[src/rtl/tm_master_req_buffer.sv]
// Request FIFO between a traffic-manager master and its credit gate.
// Latency: a word written at edge N is visible at out_data and poppable in cycle N+1. There is no fall-through path.
// Backpressure: in_ready drops while full or in reset. out_valid is raised only in a cycle where a word is actually sent.
//
// Ports:
//   clk        posedge clock for all state
//   rst        synchronous active-low reset (0 = reset)
//   in_data    request payload from the master
//   in_valid   master offers in_data
//   in_ready   buffer accepts in_data this cycle
//   out_data   head-of-queue payload (meaningful only while !empty)
//   out_valid  a word leaves this cycle; doubles as the credit gate's send_valid
//   out_ready  credit gate permits a send this cycle
//   count      current occupancy, 0..DEPTH
//   full       count == DEPTH
//   empty      count == 0
module tm_master_req_buffer #(
  parameter int WIDTH = 32,
  parameter int DEPTH = 4
) (
  input  logic                       clk,
  input  logic                       rst,
  input  logic [WIDTH-1:0]           in_data,
  input  logic                       in_valid,
  output logic                       in_ready,
  output logic [WIDTH-1:0]           out_data,
  output logic                       out_valid,
  input  logic                       out_ready,
  output logic [$clog2(DEPTH+1)-1:0] count,
  output logic                       full,
  output logic                       empty
);

  localparam int CW = $clog2(DEPTH + 1);
  localparam int PW = (DEPTH > 1) ? $clog2(DEPTH) : 1;

  localparam logic [CW-1:0] DEPTH_C = CW'(DEPTH);
  localparam logic [PW-1:0] LAST_P  = PW'(DEPTH - 1);

  logic [WIDTH-1:0] mem [DEPTH];
  logic [PW-1:0]    wr_ptr;
  logic [PW-1:0]    rd_ptr;
  logic             push;
  logic             pop;

  // Pointers wrap explicitly at DEPTH-1, so DEPTH need not be a power of two.
  function automatic logic [PW-1:0] ptr_inc(input logic [PW-1:0] p);
    return (p == LAST_P) ? '0 : p + PW'(1);
  endfunction

  // Flags come from the registered count only. A pop in a full cycle therefore
  // cannot reopen in_ready in the same cycle. A push into an empty FIFO cannot
  // be popped in the same cycle either.
  assign full  = (count == DEPTH_C);
  assign empty = (count == '0);

  assign in_ready = rst && !full;
  assign push     = in_valid && in_ready;

  // The credit gate consumes a credit on every out_valid. The pulse is therefore
  // gated by out_ready here, so that each pulse is exactly one transfer.
  assign out_valid = rst && !empty && out_ready;
  assign pop       = out_valid;

  assign out_data = mem[rd_ptr];

  always_ff @(posedge clk) begin
    if (!rst) begin
      wr_ptr <= '0;
      rd_ptr <= '0;
      count  <= '0;
    end else begin
      if (push) wr_ptr <= ptr_inc(wr_ptr);
      if (pop)  rd_ptr <= ptr_inc(rd_ptr);
      if (push && !pop)      count <= count + CW'(1);
      else if (pop && !push) count <= count - CW'(1);
    end
  end

  // Storage is intentionally not reset; out_data is don't-care while empty.
  always_ff @(posedge clk) begin
    if (push) mem[wr_ptr] <= in_data;
  end

  // Occupancy must never leave 0..DEPTH.
  always_ff @(posedge clk) begin
    if (rst) begin
      assert (!(push && !pop && count == DEPTH_C))
        else $fatal(1, "tm_master_req_buffer: count overflow");
      assert (!(pop && !push && count == '0))
        else $fatal(1, "tm_master_req_buffer: count underflow");
    end
  end

endmodule

[config.mk]
export PLATFORM = sky130hd
export DESIGN_NAME = tm_master_req_buffer
export DESIGN_NICKNAME = d
export VERILOG_FILES = /design/src/rtl/tm_master_req_buffer.sv
export SDC_FILE = /design/constraint.sdc
export NUM_CORES = 1
export LEC_CHECK = 0
export BUFFER_PORTS_ARGS = -buffer_cell sky130_fd_sc_hd__buf_2
export CAP_MARGIN = 5
export CORE_AREA = 2 2 110 91
export DETAILED_ROUTE_END_ITERATION = 10
export DIE_AREA = 0 0 112 93
export PLACE_DENSITY = 0.77
export SLEW_MARGIN = 20
export SYNTH_ARGS = -nofsm -noshare
export SYNTH_HDL_FRONTEND = slang
export SYNTH_SLANG_ARGS = --single-unit
[constraint.sdc]
create_clock -name clk -period 2.5 [get_ports clk]
set_clock_uncertainty 0.15 [all_clocks]
set_input_delay 0.125 -clock clk [delete_from_list [all_inputs] [get_ports clk]]
set_output_delay 0.125 -clock clk [all_outputs]
set_load 0.02 [all_outputs]
==> flow_summary.yaml <==
worst_hold_path:
  hp-start: "out_ready"
  hold_depth: 4
  min_path_type: "in2reg"
clocking:
  cts-root-buf: "clkbuf_16"
  clk_latency_ns: 0.40
  cts_htree_levels: 4
  cts_tree: "done"
  cts_resized: 0
  cts_sinks: 137
  numCtsBuffers: 17
  post-cts-setup-buffer-count: 0
  cts.reportedPaths.clkPinSlew_ns: 0.06
  ctsHoldBuffers: 33
  clock_path_buffers: 2
global_route:
  grt_pass1_vias: 2631
  track_usage_pct: 18.2
  grt_pass1_wl_mm: 13.6
  gr-total-overflow: 0
  grt_max_degree: 33
  grtUsageMet1_pct: 22.7
  antenna_found_initial: 0
  top_usage_layer: "met2"
  grt.met2_usage_pct: 30.7
  grt_use_met3_pct: 6.55
route:
  first_pass_iters: 4
  via_per_inst: 5.37
  postRouteAntennaNets: 0
  drcViolationCount: 0
  routed-via-count: 2527
  first_iter_violations: 187
  wl_per_cell_microns: 18.9
  wirelength_mm: 8.91
floorplan:
  ios: 75
  die_height_microns: 93
  chipWidth_microns: 112
  core_sq_um: 9370
  dieArea_sq_um: 10400
  rows: 32
  initial_core_util_pct: 54.3
sta:
  slew_violations: 0
  fin_crit_sh_pct: 93.8
  fin_crit_ns: 2.34
  final.setup.tns_ns: 0
  fmax_mhz: 427
  rsz0062_at_grt: "no"
  relSlewSlack_pct: 41.1
  finalHoldViolations: 0
  worst_pin_slew_ns: 0.884
  setup_violations: 0
finish:
  final_cell_mix: "edfxtp_1 (128), buf_2 (74), dlygate4sd3_1 (33)"
  fillers: 595
  final_nets: 383
  multi_input_comb_area_sq_um: 1010
  seq_area_sq_um: 4030
  area_delta_synth_final_pct: 28.0
  postLayoutCoreUtil_pct: 69.5
  layout_commonest_cell: "edfxtp_1"
  fin_cells: 471
  drive_gt1_share_pct: 42.0
  antennaDiodeCount: 0
worst_setup_path:
  rrSetupSlack_ns: 0.16
  path_cells: "or3b_1, and3_1, ha_1, inv_1, fa_1, xor2_1, or3_1, a21boi_0"
  cp-end-kind: "flip-flop"
  worst_setup_path_start_kind: "flip-flop"
  slowest_delay_ns: 0.47
  crit_slowest_cell: "dfxtp_1"
  critPathRequiredTime_ns: 2.67
  cp.arrival_ns: 2.52
  r2r-start: "count[0]$_SDFFE_PN0P_"
  critPathMaxFanout: 6
  crit_type: "reg2reg"
  r2r_cells: 8
  r2r_end: "count[2]$_SDFFE_PN0P_"
power_and_ir_drop:
  max-vdd-ir-drop_mv: 0.563
  power.density_nw_per_um2: 1010
  p_leak_uw: 0.00230
logic_synthesis:
  synthCells: 218
  synth.net_count: 261
  yosys_warnings: 0
  ys_seq_area_share_pct: 79.1
  synth-seq-cells: 137
  syn_area_per_cell_sq_um: 23.3
  syn-cell-area_sq_um: 5090
  synth.distinct_cells: 25
placed_design:
  dp_hpwl_mm: 5.12
  port_buffers: 74
  place_inst: 407
  gp_congestion: 0.788
run:
  drv_cap: 0
status:
  status: "completed"
[final cells by class]
class	count	share of cell area (%)
multi-input combinational	66	15.4
timing repair buffer	112	11.5
clock buffer	17	6.53
sequential	137	61.8
inverter	6	0.346
tap	119	2.29
clock inverter	14	2.06
[cell usage after synthesis]
cell,count,area (sq um)
or2_2,1,6.26
mux4_2,32,721
o31ai_1,1,7.51
and3_1,1,6.26
xnor2_1,1,8.76
buf_2,5,25.0
xor2_1,1,8.76
edfxtp_1,128,3840
or3b_1,1,8.76
nor3_1,1,5.00
and2_1,6,37.5
o311ai_2,1,16.3
ha_1,6,75.1
clkbuf_1,3,11.3
or3_1,1,6.26
a21boi_0,1,7.51
dfxtp_1,9,180
nand2_1,4,15.0
fa_1,1,20.0
nand3_1,2,10.0
inv_1,6,22.5
nor2b_1,1,6.26
buf_1,1,3.75
o21ai_0,1,5.00
mux2i_1,3,30.0
[layer usage]
layer | vias to the layer above | wire length [microns] | part of all wire, %
li1 | 1143 | - | -
met1 | 1289 | 3840 | 43
met2 | 87 | 4510 | 51
met3 | 8 | 480 | 5.4
met4 | 0 | 78 | 0.88
met5 | - | 0 | 0
[worst max-delay path: cells and delay by family, from the launching register on]
family / cells / cell delay, ns
and+or+nand+nor: 3 / 0.69
adders and majority gates: 2 / 0.57
DFF: 1 / 0.47
buffers and inverters: 1 / 0.06
AOI/OAI and AO/OA: 1 / 0.16
xor gates and xnor gates: 1 / 0.18
[how the worst max path moves through the flow]
stage | cells past startpoint | slack (ns) | end | start
after floorplan | 9 | 0.07 | count[2]$_SDFFE_PN0P_ | count[0]$_SDFFE_PN0P_
after global placement | 8 | 0.27 | count[2]$_SDFFE_PN0P_ | count[0]$_SDFFE_PN0P_
after detailed placement | 8 | 0.17 | count[2]$_SDFFE_PN0P_ | count[0]$_SDFFE_PN0P_
after CTS | 8 | 0.14 | count[2]$_SDFFE_PN0P_ | count[0]$_SDFFE_PN0P_
after global routing | 8 | 0.02 | count[2]$_SDFFE_PN0P_ | count[0]$_SDFFE_PN0P_
final | 8 | 0.16 | count[2]$_SDFFE_PN0P_ | count[0]$_SDFFE_PN0P_
[sequential cells by signal, summed over array words and instances, names as in the netlist, named ones only]
register,flops
count,3
mem,128
rd_ptr,2
wr_ptr,2
[where the power goes]
group	switching [uW]	leakage [uW]	total, uW	internal [uW]
registers	104	0.00124	2820	2720
logic	808	0.000794	1460	656
clock network	876	0.000273	2320	1450
[stage by stage]
stage	power [uW]	setup WS [ns]	hold slack (ns)	instance area, sq um
5_1_grt	6890	0.0202	0.0236	6510
3_3_place_gp	4280	0.268	0.188	5620
2_1_floorplan	3840	0.0706	0.0739	5090
4_1_cts	6670	0.142	0.00379	6510
6_report	6610	0.156	0.0141	6510
3_5_place_dp	4310	0.169	0.196	5620
[cells by family after synthesis]
logic type | share of synthesized area [%]
buffers and inverters | 1.23
xor gates and xnor gates | 0.344
AOI/OAI and AO/OA | 0.713
and+or+nand+nor | 1.99
DFF | 79.1
muxes | 14.8
adders and majority gates | 1.87
(Power assumes the default switching activity.)
